--- src/rtl/fetch_unit.sv ---
// fetch_unit: owns the fetch PC, drives a 1-cycle synchronous program ROM, and
//   buffers returned words in a prefetch FIFO ahead of the single-cycle datapath.
// Latency: reset release / redirect edge E -> ROM issue at E+1, push at E+2, head valid after E+2.
// Backpressure: inst_valid/inst_ready handshake; with inst_ready low the head holds, the FIFO
//   fills and issue stops once occupied + in-flight words reach FIFO_DEPTH (no word is dropped).
// Ports: clk/rst (async, active-low); mem_addr/mem_q ROM interface; redirect/redirect_pc
//   new fetch target with flush; inst_valid/inst_ready/instruction/inst_pc/inst_pc_plus4
//   head entry; fifo_count occupancy; misaligned one-cycle pulse on an unaligned redirect;
//   starve_cnt cycles the datapath was ready but had nothing (built only with
//   FETCH_STARVE_CNT_EN defined, otherwise tied to 0).
module fetch_unit #(
  parameter int          BIT_WIDTH      = 32,
  parameter int          ADDR_WIDTH     = 32,
  parameter int          MEM_ADDR_WIDTH = 6,
  parameter int          FIFO_DEPTH     = 4,
  parameter int unsigned RESET_PC       = 0
) (
  input  logic                        clk,
  input  logic                        rst,
  output logic [MEM_ADDR_WIDTH-1:0]   mem_addr,
  input  logic [BIT_WIDTH-1:0]        mem_q,
  input  logic                        redirect,
  input  logic [ADDR_WIDTH-1:0]       redirect_pc,
  output logic                        inst_valid,
  input  logic                        inst_ready,
  output logic [BIT_WIDTH-1:0]        instruction,
  output logic [ADDR_WIDTH-1:0]       inst_pc,
  output logic [ADDR_WIDTH-1:0]       inst_pc_plus4,
  output logic [$clog2(FIFO_DEPTH):0] fifo_count,
  output logic                        misaligned,
  output logic [31:0]                 starve_cnt
);

  localparam int            PW      = $clog2(FIFO_DEPTH);
  localparam logic [PW:0]   DEPTH_C = (PW+1)'(FIFO_DEPTH);

  logic [ADDR_WIDTH-1:0] fpc;
  logic [ADDR_WIDTH-1:0] pend_pc;
  logic                  pend_v;

  logic [BIT_WIDTH-1:0]  inst_mem [FIFO_DEPTH];
  logic [ADDR_WIDTH-1:0] pc_mem   [FIFO_DEPTH];
  logic [PW-1:0]         wr_ptr;
  logic [PW-1:0]         rd_ptr;
  logic [PW:0]           count;

  logic issue;
  logic push;
  logic pop;

  // Credit counts the in-flight word too, so a returning word always has a slot.
  // A same-cycle pop is deliberately not counted as credit.
  assign issue = !redirect && ((count + {{PW{1'b0}}, pend_v}) < DEPTH_C);
  assign push  = pend_v && !redirect;
  assign pop   = inst_valid && inst_ready;

  assign mem_addr   = fpc[MEM_ADDR_WIDTH+1:2];
  assign fifo_count = count;
  assign inst_valid = (count != '0);

  // Empty FIFO presents an all-zero NOP rather than stale storage.
  assign instruction   = inst_valid ? inst_mem[rd_ptr] : '0;
  assign inst_pc       = inst_valid ? pc_mem[rd_ptr] : '0;
  assign inst_pc_plus4 = inst_valid ? (pc_mem[rd_ptr] + ADDR_WIDTH'(4)) : '0;

  always_ff @(posedge clk or negedge rst) begin
    if (!rst) begin
      fpc        <= ADDR_WIDTH'(RESET_PC);
      pend_pc    <= '0;
      pend_v     <= 1'b0;
      wr_ptr     <= '0;
      rd_ptr     <= '0;
      count      <= '0;
      misaligned <= 1'b0;
    end else begin
      misaligned <= redirect && (|redirect_pc[1:0]);
      if (redirect) begin
        // Flush everything buffered and squash the word already in the ROM pipe.
        fpc    <= {redirect_pc[ADDR_WIDTH-1:2], 2'b00};
        pend_v <= 1'b0;
        wr_ptr <= '0;
        rd_ptr <= '0;
        count  <= '0;
      end else begin
        if (issue) begin
          pend_v  <= 1'b1;
          pend_pc <= fpc;
          fpc     <= fpc + ADDR_WIDTH'(4);
        end else begin
          pend_v  <= 1'b0;
        end
        if (push) wr_ptr <= wr_ptr + PW'(1);
        if (pop)  rd_ptr <= rd_ptr + PW'(1);
        case ({push, pop})
          2'b10:   count <= count + (PW+1)'(1);
          2'b01:   count <= count - (PW+1)'(1);
          default: count <= count;
        endcase
      end
    end
  end

  // Storage needs no reset: entries are only visible through count.
  always_ff @(posedge clk) begin
    if (push) begin
      inst_mem[wr_ptr] <= mem_q;
      pc_mem[wr_ptr]   <= pend_pc;
    end
  end

`ifdef FETCH_STARVE_CNT_EN
  logic [31:0] starve_q;

  always_ff @(posedge clk or negedge rst) begin
    if (!rst) begin
      starve_q <= '0;
    end else if (inst_ready && !inst_valid && (starve_q != 32'hFFFF_FFFF)) begin
      starve_q <= starve_q + 32'd1;
    end
  end

  assign starve_cnt = starve_q;
`else
  assign starve_cnt = '0;
`endif

endmodule

--- config.mk ---
export PLATFORM = sky130hd
export DESIGN_NAME = fetch_unit
export DESIGN_NICKNAME = d
export VERILOG_FILES = /design/src/rtl/fetch_unit.sv
export SDC_FILE = /design/constraint.sdc
export NUM_CORES = 1
export LEC_CHECK = 0
export ABC_AREA = 1
export BUFFER_PORTS_ARGS = -buffer_cell sky130_fd_sc_hd__buf_4
export CAP_MARGIN = 25
export CORE_ASPECT_RATIO = 1.1
export CORE_MARGIN = 2
export CORE_UTILIZATION = 45
export DETAILED_ROUTE_END_ITERATION = 10
export GPL_TIMING_DRIVEN = 0
export MAX_ROUTING_LAYER = met4
export PLACE_DENSITY = 0.77
export SETUP_SLACK_MARGIN = 0.3
export SYNTH_ARGS = -nofsm -noshare
export SYNTH_HDL_FRONTEND = slang
export SYNTH_SLANG_ARGS = --single-unit
--- constraint.sdc ---
create_clock -name clk -period 3.9 [get_ports clk]
set_clock_uncertainty 0.1 [all_clocks]
set_input_delay 0.585 -clock clk [delete_from_list [all_inputs] [get_ports clk]]
set_output_delay 0.585 -clock clk [all_outputs]
set_load 0.005 [all_outputs]
==> results.py <==
metrics = {
    "drt": {
        "postRouteAntennaNets": 0,
        "num_vias": 12400,
        "totalWireLength_um": 43700,
        "avgViaCountPerCell": 5.28,
        "drt-initial-drc-count": 1183,
        "wl_per_cell_um": 18.6,
        "firstDrtPassIters": 5,
        "drcViolationCount": 0,
    },
    "sta": {
        "final-max-slew-violation-count": 0,
        "grt_setup_unrepaired": "yes",
        "period_share_pct": 90.6,
        "setup_tns_after_final_layout_ns": 0,
        "tightest_slew_ns": 0.884,
        "finalHoldViolations": 0,
        "timing.slew.headroom_pct": 41.1,
        "final.setup.worst_slack_ns": 0.368,
        "clock.fmax_mhz": 283,
        "setup_viol": 0,
        "min_period_ns": 3.53,
    },
    "power_and_ir_drop": {
        "p_total_mw": 13.6,
        "power.static_leakage_nw": 7.89,
        "p_per_area_nw_per_um2": 726,
        "ir_drop_worst_case_vdd_v": 0.000444,
    },
    "critical_path": {
        "cp.arrival_ns": 2.85,
        "timing.rr.start": "fifo_count[0]",
        "reg2regPathDepth": 6,
        "worst_setup_path_end_kind": "primary output",
        "rr_endpoint": "fpc[5]",
        "slowest_stage_cell_cp": "dfrtp_2",
        "critical_path.startpoint_type": "register",
        "critPathMostFrequentCell": "nor2_4",
        "critical_path_required_ns": 3.21,
        "setup.worst_path.class": "reg -> out",
        "crit_path_max_incr_delay_ns": 0.45,
        "critical_path.cell_chain": "inv_2 -> clkbuf_4 -> o211ai_1 -> nand2_2 -> ha_4 -> nand3_4 -> nor2_4 -> nand2_4 -> nor2_4 -> buf_6 -> nand3_1 -> nand2_1 -> nor2_1 -> buf_4",
        "crit_fanout": 10,
        "reg2reg_setup_slack_ns": 1.37,
    },
    "place": {
        "place_congestion": 0.929,
        "place.detailed.instances": 2282,
        "preCtsSetupSlack_ns": 0.143,
        "io_buffer_count": 170,
        "postPlaceCellArea_um2": 17400,
        "post-dp-hpwl_um": 31200,
    },
    "cts": {
        "cts_root_buf": "clkbuf_16",
        "clock_sink_count": 317,
        "cts_tree": "done",
        "path_clk_slew_ns": 0.07,
        "cts_max_level": 1,
        "cts-buffers-inserted": 28,
        "clock_tree.buffer_depth": 3,
        "worstSkewPairLatency_ns": 0.57,
    },
    "finish": {
        "multi_input_logic_area_um2": 5280,
        "fillCellCount": 2861,
        "seq_area_um2": 9180,
        "post-route-cell-area_um2": 18700,
        "fin_cells": 2348,
        "drive_above_1_share_pct": 19.7,
        "num-nets-final": 1969,
        "synthToLayoutAreaGrowth_pct": 22.5,
        "n_antenna_cell": 0,
    },
    "die": {
        "pin_count": 207,
        "area_of_the_die_um2": 35400,
        "rows": 70,
        "core_region_area_um2": 33300,
        "floorplan.initialDensity_pct": 45.8,
        "floorplan.die.height_um": 197,
        "die_width_um": 180,
    },
    "logic_synthesis": {
        "synthesized_area_divided_by_synthesized_cell_count_um2": 9.32,
        "yosysTopAreaCellShare_pct": 48.8,
        "synthesized_area_um2": 15300,
        "cell_types_with_the_largest_area_share_after_synthesis": "edfxtp_1, dfrtp_1, nand2_1",
        "yosysMostFrequentCell": "nand2_1",
        "synthesis.yosys.warnings": 0,
        "netlist_top_cells_count": "nand2_1, nor2_1, edfxtp_1, o21ai_0, nand3_1",
        "ys.flop_type": "edfxtp_1",
        "netlist_instances": 1637,
        "synth_area_leader_cell": "edfxtp_1",
        "synth.lib_cells_used.distinct": 42,
        "number_of_flops_mapped_to_enable_cells_by_yosys": 248,
        "synth-seq-cells": 317,
        "synth_async_sr_flop_share_pct": 21.8,
        "portion_of_the_post_synthesis_area_used_by_sequential_elements_pct": 60.2,
    },
    "global_route": {
        "grt_max_degree": 70,
        "overflow": 0,
        "antenna_found_initial": 0,
        "first_pass_grt_wire_length_um": 66700,
        "grt_pass1_vias": 12000,
        "track_usage_pct": 24.8,
    },
    "flow_run": {
        "maxCapViolCount": 0,
    },
    "min_path": {
        "timing.hold.worst.class": "in -> async",
    },
    "outcome": {
        "status": "finished, final reports clean",
    },
}
## layer usage
layer  track usage [%]  part of all wire, %  up-vias  wire, µm
li1                  -                    -     5877         -
met1              30.6                   40     5861     17700
met2              41.6                   49      568     21400
met3              3.60                  7.3       93      3190
met4              9.39                  3.4        0      1480
met5                 -                    0        -         0
## flip-flops by register name, indices dropped and copies added, names as in the netlist
signal	count
inst_mem	128
pc_mem	120
fpc	30
pend_pc	30
fifo_count	3
rd_ptr	2
wr_ptr	2
misaligned	1
pend_v	1
## how the worst max path moves through the flow
| stage | startpoint | endpoint | slack (ns) |
|---|---|---|---|
| finish | rd_ptr[1] | inst_pc_plus4[24] | 0.37 |
| global route | rd_ptr[0] | inst_pc_plus4[24] | 0.24 |
| CTS | rd_ptr[0] | inst_pc_plus4[22] | 0.21 |
| detailed placement | rd_ptr[1] | inst_pc_plus4[22] | 0.14 |
| global placement | redirect | pc_mem[2][4] | -2.40 |
| floorplan | redirect | inst_mem[0][0] | -0.17 |
## layout by cell type (no fill, tap or decap), types with 10 or more instances in the layout
master,netlist,final
nor2_1,258,246
buf_4,47,230
inv_1,94,94
nand3_1,105,103
o21ai_0,122,120
buf_2,13,11
nor3_1,16,13
dfrtp_1,69,68
a21oi_1,52,52
edfxtp_1,248,248
nand2_2,17,21
nor2_4,6,14
clkbuf_16,0,29
clkbuf_1,35,36
nand2_1,448,443
conb_1,1,36
buf_12,0,10
xor2_1,18,18
nor2_2,12,16
## final cells by class
cell class / instances / area share [%]
Sequential cell: 317 / 49.1
Multi-Input combinational cell: 1145 / 28.3
Timing Repair Buffer: 192 / 8.39
Clock buffer: 38 / 4.11
Buffer: 112 / 4.00
Tap cell: 432 / 2.89
Inverter: 98 / 2.01
Clock inverter: 14 / 1.18
## critical path: cells and delay by family (launching register included)
family	cells	cell delay, ns
AOI/OAI and AO/OA	1	0.15
adders and majority gates	1	0.17
DFF	1	0.45
and+or+nand+nor	8	0.90
buffers and inverters	4	0.64
## timing repair
action	in CTS	in global routing
pin swaps	6	7
hold buffers	0	0
setup endpoints to repair	76	19
gates resized for setup	29	25
buffers inserted	7	6
cloned	0	1
## per-stage QoR
| stage | hold WS (ns) | util, % |
|---|---|---|
| after global placement | 0.388 | 51.7 |
| after CTS | 0.0760 | 55.7 |
| after detailed placement | 0.402 | 52.3 |
| final | 0.0465 | 56.1 |
| after global routing | 0.101 | 56.1 |
| after floorplan | 0.189 | - |
## kinds of logic (layout without fill, tap and decap cells)
family                     after synthesis  count (layout)  share of synthesized area (%)
and+or+nand+nor                        877             877                           23.8
DFF                                    317             317                           60.2
buffers and inverters                  210             454                           7.02
AOI/OAI and AO/OA                      207             207                           7.35
xor gates and xnor gates                18              18                           1.03
adders and majority gates                7               7                          0.624
other                                    1              36                         0.0246
## report_power, final
part / leakage, nW / internal [mW] / switching (mW)
logic: 4.30 / 2.18 / 3.61
registers: 3.11 / 4.35 / 0.469
clock network: 0.482 / 1.72 / 1.22
total: 7.89 / 8.25 / 5.30
No activity file was read; power rests on OpenSTA's default activity.
